### src/rtl/regfile_read_arbiter.sv
// Round-robin arbiter sharing one register-file read port among four
// requesters, with bounded lock bursts and a one-stage read-data pipeline.
//
// Ports:
//   clk, reset      : clock, async active-high reset
//   req[3:0]        : per-requester read request
//   lock[3:0]       : per-requester burst request (qualified by req)
//   addr            : packed read addresses, requester i at [i*AW +: AW]
//   gnt[3:0]        : registered one-hot grant
//   sel[1:0]        : binary index of the granted requester
//   rd_addr         : registered address to the register file
//   rd_data         : combinational read data for rd_addr
//   rdata           : captured read word
//   rvalid[3:0]     : one-hot pulse marking the owner of rdata
module regfile_read_arbiter #(
  parameter int DATA_WIDTH = 64,
  parameter int ADDR_WIDTH = 5,
  parameter int BURST_MAX  = 4
) (
  input  logic                    clk,
  input  logic                    reset,
  input  logic [3:0]              req,
  input  logic [3:0]              lock,
  input  logic [4*ADDR_WIDTH-1:0] addr,
  output logic [3:0]              gnt,
  output logic [1:0]              sel,
  output logic [ADDR_WIDTH-1:0]   rd_addr,
  input  logic [DATA_WIDTH-1:0]   rd_data,
  output logic [DATA_WIDTH-1:0]   rdata,
  output logic [3:0]              rvalid
);

  typedef enum logic {
    IDLE,
    GRANT
  } state_t;

  localparam logic [3:0] BCAP = 4'(BURST_MAX - 1);

  state_t                  r_state;
  state_t                  w_state_nxt;
  logic [3:0]              r_gnt;
  logic [1:0]              r_sel;
  logic [ADDR_WIDTH-1:0]   r_rd_addr;
  logic [DATA_WIDTH-1:0]   r_rdata;
  logic [3:0]              r_rvalid;
  logic [1:0]              r_ptr;
  logic [3:0]              r_bcnt;
  logic                    r_locked;

  logic                    w_cont;
  logic                    w_rr_hit;
  logic [1:0]              w_rr_idx;
  logic [1:0]              w_idx;
  logic [1:0]              w_win;
  logic [3:0]              w_gnt_nxt;
  logic [3:0]              w_bcnt_nxt;
  logic                    w_locked_nxt;

  always_comb begin
    w_cont       = 1'b0;
    w_rr_hit     = 1'b0;
    w_rr_idx     = 2'd0;
    w_idx        = 2'd0;
    w_win        = 2'd0;
    w_gnt_nxt    = 4'b0000;
    w_bcnt_nxt   = 4'd0;
    w_locked_nxt = 1'b0;
    w_state_nxt  = IDLE;

    // Burst continues only if the owner won with lock and still holds it.
    w_cont = (r_state == GRANT) && r_locked &&
             req[r_sel] && lock[r_sel] &&
             (r_bcnt < BCAP);

    // Descending scan so the offset closest to ptr is written last.
    for (int k = 3; k >= 0; k--) begin
      w_idx = r_ptr + 2'(k);
      if (req[w_idx]) begin
        w_rr_hit = 1'b1;
        w_rr_idx = w_idx;
      end
    end

    w_win = w_cont ? r_sel : w_rr_idx;

    if (|req) begin
      w_state_nxt  = GRANT;
      w_gnt_nxt    = 4'b0001 << w_win;
      w_bcnt_nxt   = w_cont ? r_bcnt + 4'd1 : 4'd0;
      w_locked_nxt = lock[w_win];
    end
  end

  always_ff @(posedge clk or posedge reset) begin
    if (reset) begin
      r_state   <= IDLE;
      r_gnt     <= 4'b0000;
      r_sel     <= 2'd0;
      r_rd_addr <= '0;
      r_rdata   <= '0;
      r_rvalid  <= 4'b0000;
      r_ptr     <= 2'd0;
      r_bcnt    <= 4'd0;
      r_locked  <= 1'b0;
    end else begin
      r_state  <= w_state_nxt;
      r_gnt    <= w_gnt_nxt;
      r_bcnt   <= w_bcnt_nxt;
      r_locked <= w_locked_nxt;
      r_rdata  <= rd_data;
      r_rvalid <= r_gnt;
      if (w_state_nxt == GRANT) begin
        r_sel     <= w_win;
        r_ptr     <= w_win + 2'd1;
        r_rd_addr <= addr[int'(w_win)*ADDR_WIDTH +: ADDR_WIDTH];
      end
    end
  end

  // w_rr_hit is implied by |req; kept for readability of the scan.
  logic w_unused;
  assign w_unused = w_rr_hit;

  assign gnt     = r_gnt;
  assign sel     = r_sel;
  assign rd_addr = r_rd_addr;
  assign rdata   = r_rdata;
  assign rvalid  = r_rvalid;

endmodule

### config.mk
export PLATFORM = sky130hd
export DESIGN_NAME = regfile_read_arbiter
export DESIGN_NICKNAME = d
export VERILOG_FILES = /design/src/rtl/regfile_read_arbiter.sv
export SDC_FILE = /design/constraint.sdc
export NUM_CORES = 1
export LEC_CHECK = 0
export CAP_MARGIN = 40
export CORE_MARGIN = 2
export CORE_UTILIZATION = 45
export CTS_CLUSTER_SIZE = 12
export DETAILED_ROUTE_END_ITERATION = 16
export DONT_BUFFER_PORTS = 1
export PLACE_DENSITY = 0.57
export SLEW_MARGIN = 30
export SYNTH_ARGS = -nofsm -noshare
export SYNTH_HDL_FRONTEND = slang
export SYNTH_SLANG_ARGS = --single-unit
export TNS_END_PERCENT = 5
### constraint.sdc
create_clock -name clk -period 5.8 [get_ports clk]
set_input_delay 0.87 -clock clk [delete_from_list [all_inputs] [get_ports clk]]
set_output_delay 0.87 -clock clk [all_outputs]
set_load 0.01 [all_outputs]
# Word-level counts from Yosys, hierarchy flattened
# Cells that the tools add are included.
# word_totals
reg_bits	87
latchBits	0
ram_bits	0
romBits	0
inputBits	94
output_inout_bits	79
wordCells	53
n_memories	0
# classes
n_addsub	5
mul	1
div_mod_pow	0
magnitude_cmp	7
n_eq_ne	0
shifts	2
n_mux	24
n_bitwise	0
reduce_logical	5
# ops
cell	count
$shiftx 20x6->5	1
$lt 2x3->1 const B	6
$bmux 1 s2	7
$mux 4	3
$mux 2	5
$mux 1	9
$mul 2x3->5 const B	1
$add 2x1->2 const B	2
$add 2x2->2 const B	2
$add 4x1->4 const B	1
$logic_and 1x1->1	4
$lt 4x2->1 const B	1
$reduce_or 4->1	1
$shl 1x2->4 const A	1

# Depth between registers and ports, before layout
# Gate-level depths: netlist (run 1).
# depth
word_depth	11
ltp_mapped	9
ltp_nobuf	8

# Worst setup path before layout (run 1)
# No wires, ideal clock.
# synth_timing
path_type	input to register
start	input port lock[0]
end	register r_ptr[1]
setup_time_ps	117
arrival_ps	2199
required_time_ps	5683
setup_slack_ps	3484
path_stages	9
n_path_buf	1
cell_sequence	nand2_1 > o211ai_1 > nand2_1 > a211oi_4 > buf_6 > inv_1 > ha_1 > nand2_1 > nand2_1
# synth_between
elab_chain_len	6
# synth_rtl
item	line	rtl
start: declaration	23	input logic [3:0] lock,
$bmux 1 s2	73	req[r_sel] && lock[r_sel] &&
$mux 1 (not written as such)	73	
$logic_and 1x1->1 (2 in series)	73	
$mux 2	85	w_win = w_cont ? r_sel : w_rr_idx;
via w_win[1]	55	logic [1:0] w_win;
$add 2x1->2	115	r_ptr <= w_win + 2'd1;
end signal: assignment	115	
end: declaration	47	logic [1:0] r_ptr;
# The timed path passes the listed nets, and every way through them passes these cells. The select of a mux whose other input is x is not followed.
# A chain may end at the register's enable or synchronous reset.

# Worst setup path in the final report (run 1)
# layout_timing
start	register r_bcnt[0]
end	register r_ptr[1]
# layout_between
elab_chain_len	4
# layout_rtl
item	line	rtl
start: declaration	48	logic [3:0] r_bcnt;
start signal: assignment	109	r_bcnt <= w_bcnt_nxt;
$lt 4x2->1	74	(r_bcnt < BCAP);
$logic_and 1x1->1	73	
$mux 2	85	
via w_win[1]	55	
$add 2x1->2	115	
# The timed path passes the listed nets, and every way through them passes these cells.

==> results of run 1 <==
==> worst paths after layout <==
check                               start  cells past startpoint  slack [ns]   endpoint
worst max-delay path            r_bcnt[0]                      8        3.33   r_ptr[1]
worst min-delay path            r_bcnt[0]                      1        0.43  r_bcnt[0]
worst max register to register  r_bcnt[0]                      8        3.33   r_ptr[1]
worst min register to register  r_bcnt[0]                      1        0.43  r_bcnt[0]
max in group asynchronous           reset                      3        4.73  rdata[16]
min in group asynchronous           reset                      2        0.48  rdata[60]
==> worst reg2reg max path, cell delays in order, from the launching register on <==
cell and delay [ns]:
dfrtp_1 0.39, ha_1 0.23, nor4_4 0.36, nand2_1 0.15, a211oi_4 0.67, inv_1 0.15
ha_1 0.31, nand2_1 0.06, nand2_1 0.06
==> routing by layer <==
layer	track usage	vias to the layer above
met1	0.176	669
met4	0.0639	0
met3	0.0717	8
li1	-	603
met5	0	-
met2	0.248	90
==> cell families after synthesis <==
group | count (synthesis) | share of synthesized area
and+or+nand+nor | 40 | 0.0796
DFF | 87 | 0.783
AOI/OAI and AO/OA | 20 | 0.0630
buffers and inverters | 9 | 0.0148
muxes | 10 | 0.0360
other | 1 | 0.00135
adders and majority gates | 5 | 0.0225
==> sequential cells by signal (all words and copies together), names as in the netlist <==
signal / cells
rvalid: 4
r_locked: 1
sel: 2
r_state: 1
gnt: 4
r_bcnt: 4
rd_addr: 5
rdata: 64
r_ptr: 2
==> power groups by stage <==
stage	registers, uW	logic, uW	clock network [uW]
floorplan	781	197	0
finish	792	223	460
global placement	803	216	0
detailed placement	808	227	0
CTS	795	227	476
global route	803	256	504
==> through the flow <==
| stage | instance area (sq um) | worst slack [ns] |
|---|---|---|
| floorplan | 2790 | 2.68 |
| global placement | 2870 | 3.22 |
| detailed placement | 2900 | 3.10 |
| CTS | 3130 | 3.32 |
| global route | 3130 | 3.09 |
| finish | 3130 | 3.33 |
==> synth_stat cells (2+ instances only) <==
cell type	n	area, sq um
dfrtp_1	87	2180
mux2i_1	10	100
nor2_1	10	37.5
nand2_1	9	33.8
and2_1	6	37.5
ha_1	5	62.6
inv_1	5	18.8
a211oi_1	4	30.0
nand3_1	4	20.0
a221oi_1	3	26.3
and3_1	2	12.5
inv_2	2	7.51
nand3b_1	2	15.0
o211a_1	2	20.0
o21ai_0	2	10.0
==> final cells by class <==
cell class	count	area share
inverter	7	0.00880
multi-input combinational	77	0.181
sequential	87	0.696
timing repair buffer	2	0.0112
clock inverter	6	0.0292
clock buffer	10	0.0440
tap	75	0.0300
==> flow_summary.ini, run 1 <==
[outcome]
run_status = completed

[detailed_routing]
drc = 0
routed-wl-met3_microns = 640
wl_microns = 5570
wl_met2_microns = 2890
drt-initial-drc-count = 19
first_pass_iters = 4
antenna_left = 0
via_per_inst = 5.19
wl_per_cell_microns = 21.1
wl_met1_microns = 1970
vias = 1370
top_layer = met4

[clock_network]
clk_pin_slew_ns = 0.08
clkLatencyLatePin_ns = 0.34
cts_setup_buffers = 0
cts-root-buf = clkbuf_8
clk_path_buf_depth = 2
h-tree-depth = 3
cts_tree = built
cts_hold_buf = 0
clock-sinks = 87
cts_buffers = 9
cts.repair.resized = 0

[timing]
maxSlewViolCount = 0
max_slew_margin = 0.515
grt_setup_unrepaired = false
hold_viol_final = 0
tightest_slew_ns = 0.726
fmax_mhz = 405
period_share = 0.426
period_needed_ns = 2.47
setup_viol = 0
tns_ns = 0
whs_ns = 0.434
skew_ns = 0.00912

[worst_setup_path]
critPathRequiredTime_ns = 6.03
cp_slowest_cell = a211oi_4
crit_family = compound AO/OA/AOI/OAI gates
max_stage_delay_ns = 0.67
endpoint_kind = flop
cp-start-kind = flop
crit_path_cell_trace = ha_1, nor4_4, nand2_1, a211oi_4, inv_1, ha_1, nand2_1, nand2_1
path_common_cell = nand2_1
crit_fanout = 15
critical_path_class = reg -> reg
arrival_ns = 2.70
cp_num_buf_inv = 1

[die]
core_sq_um = 5960
die-height_microns = 82.6
num_io_pins = 173
dieArea_sq_um = 6830
core.rowCount = 28
start_util = 0.467
die_w_microns = 82.6

[pwr]
powerDensity_nw_per_um2 = 472
power.share.combinational = 0.151
p_total_uw = 1480
power.share.clock = 0.312
switching_share = 0.291
leakage_uw = 0.00146
p_seq_frac = 0.537
internal-power_uw = 1050
ir_worst_vdd_uv = 245
p_sw_uw = 429

[final_layout]
drive_gt1_frac = 0.143
layout.nets = 283
most-common-layout-cells = dfrtp_1, nor2_1, mux2i_1, clkbuf_8, nand2_1
finalNonFillerCells = 264
seq_area_sq_um = 2180
fin_util = 0.525
diodes = 0
area_delta_synth_final_pct = 12.5
nFillCells = 507
layout_commonest_cell = dfrtp_1
multi_input_area_sq_um = 567

[yosys]
ys_ff_latch = 87
synth_edf_count = 0
synth_seq_area_share = 0.783
synthArstFlopShare = 1.00
syn_avg_cell_area_sq_um = 16.2
synth_area_sq_um = 2780
ys_types = 34
yosysWarnings = 0
syn_inst = 172
synth_ff_type = dfrtp_1

[global_routing]
grt_pass1_vias = 1374
grt_overflow = 0
antenna_found_initial = 0
grt_max_degree = 59
track_usage = 0.153
grt_pass1_wl_microns = 7440

[min_path]
hold_class = reg -> reg

[place]
port_buffers = 0
dp_hpwl_microns = 4320
placed_cells = 248
gp_congestion = 0.722

[job]
drv_cap = 0
Power figures use the tool's default switching activity.
==> run 2: changes to the inputs <==
--- a/config.mk
+++ b/config.mk
@@ -11,7 +11,7 @@
 export CTS_CLUSTER_SIZE = 12
 export DETAILED_ROUTE_END_ITERATION = 16
 export DONT_BUFFER_PORTS = 1
-export PLACE_DENSITY = 0.57
+export PLACE_DENSITY = 0.59
 export SLEW_MARGIN = 30
 export SYNTH_ARGS = -nofsm -noshare
 export SYNTH_HDL_FRONTEND = slang
==> constraint.sdc (replaced) <==
create_clock -name clk -period 2.2 [get_ports clk]
set_input_delay 0.33 -clock clk [delete_from_list [all_inputs] [get_ports clk]]
set_output_delay 0.33 -clock clk [all_outputs]
set_load 0.01 [all_outputs]
==> flow_summary.ini, run 2 (same netlist as run 1, synthesis figures left out) <==
[outcome]
run_status = completed

[final_layout]
nFillCells = 439
layout_commonest_cell = dfrtp_1
drive_gt1_frac = 0.128
largest_register_ffs = 64
most-common-layout-cells = dfrtp_1, dlygate4sd3_1, mux2i_1
area_delta_synth_final_pct = 36.2
layout.nets = 351
diodes = 0
fin_util = 0.636
finalNonFillerCells = 332
fin_area_sq_um = 3790

[min_path]
hold_class = in -> reg
worstHoldEndpoint = r_ptr[1]
hp-start = req[2]
hold_depth = 3

[timing]
hold_viol_final = 0
period_share = 0.898
fmax_mhz = 506
maxSlewViolCount = 0
tightest_slew_ns = 0.790
tns_ns = 0
grt_setup_unrepaired = false
max_slew_margin = 0.469
period_needed_ns = 1.98
whs_ns = 0.205
skew_ns = 0.00830
setup_viol = 0

[global_routing]
track_usage = 0.184
grt_pass1_wl_microns = 8780
antenna_found_initial = 0
grt_max_degree = 46
grt_overflow = 0
grt_pass1_vias = 1687

[worst_setup_path]
critical_path_class = reg -> reg
critPathRequiredTime_ns = 2.45
cp_num_buf_inv = 1
r2r_end = rd_addr[2]
rr_worst_depth = 7
reg2reg_slack_ns = 0.22
cp-start-kind = flop
crit_path_cell_trace = ha_1, nor4_4, nand2_1, a211oi_4, buf_6, mux2i_1, a221oi_1
cp_slowest_cell = dfrtp_1
crit_family = compound AO/OA/AOI/OAI gates
max_stage_delay_ns = 0.40
timing.rr.start = r_bcnt[0]
endpoint_kind = flop
crit_fanout = 14
arrival_ns = 2.22

[detailed_routing]
vias = 1689
first_pass_iters = 4
via_per_inst = 5.09
antenna_left = 0
wl_per_cell_microns = 19.0
drc = 0
drt-initial-drc-count = 59
wl_microns = 6320

[clock_network]
clk_path_buf_depth = 2
cts-root-buf = clkbuf_8
cts_buffers = 9
clock-sinks = 87
cts_tree = built
clkLatencyLatePin_ns = 0.35
cts_setup_buffers = 0
h-tree-depth = 3
clk_pin_slew_ns = 0.09

[place]
port_buffers = 0
gp_congestion = 0.754
post_dp_cell_area_sq_um = 2910
dp_hpwl_microns = 4360
placed_cells = 251

[pwr]
leakage_uw = 0.00172
ir_worst_vdd_uv = 616
powerDensity_nw_per_um2 = 1060

[die]
core.rowCount = 28
die_w_microns = 82.6
num_io_pins = 173
die-height_microns = 82.6
dieArea_sq_um = 6830
core_sq_um = 5960
start_util = 0.467

[job]
drv_cap = 0
[run 2: cell type report]
cell class,count,area [sq um],share of cell area
Multi-Input combinational cell,77,581,0.153
Tap cell,75,93.8,0.0248
Clock buffer,9,124,0.0327
Clock inverter,7,87.6,0.0231
Timing Repair Buffer,70,692,0.183
Inverter,7,32.5,0.00859
Sequential cell,87,2180,0.575
[run 2: timing repair]
action	CTS	global route
setup endpoints to repair	0	5
hold buffers	65	0
endpoints found under the hold margin	79	0
resized for setup	0	5
[run 2: stage by stage]
stage	total power, uW	setup slack, ns
2_1_floorplan	2580	0.117
3_3_place_gp	2740	0.193
3_5_place_dp	2780	0.0329
4_1_cts	4030	0.0390
5_1_grt	4250	0.0805
6_report	4020	0.224
[run 2: how the worst max path moves through the flow]
stage | start | cells past startpoint | endpoint
after detailed placement | r_bcnt[0] | 7 | rd_addr[1]
after floorplan | r_bcnt[0] | 9 | r_ptr[1]
after global routing | r_bcnt[0] | 7 | rd_addr[0]
after CTS | r_bcnt[0] | 7 | rd_addr[1]
final | r_bcnt[0] | 7 | rd_addr[2]
after global placement | r_bcnt[0] | 7 | rd_addr[2]
[run 2: layer usage]
layer  wire, microns  track usage
met1            2200        0.194
met2            3290        0.315
met3             728       0.0848
met4             103       0.0836
met5               0            0
[run 2: worst reg2reg max path: cells and delay by family, from the launching register on]
| kind | cells | cell delay [ns] |
|---|---|---|
| AO/OA/AOI/OAI | 2 | 0.55 |
| adder cells (fa/ha/maj) | 1 | 0.23 |
| buffers and inverters | 1 | 0.21 |
| flip-flops | 1 | 0.40 |
| multiplexers | 1 | 0.10 |
| AND/OR/NAND/NOR | 2 | 0.39 |
[run 2: where the power goes]
group | switching [uW] | internal [uW] | leakage, uW
Clock | 594 | 552 | 0.000102
Sequential | 276 | 1820 | 0.00103
Combinational | 398 | 377 | 0.000591
Total | 1270 | 2750 | 0.00172
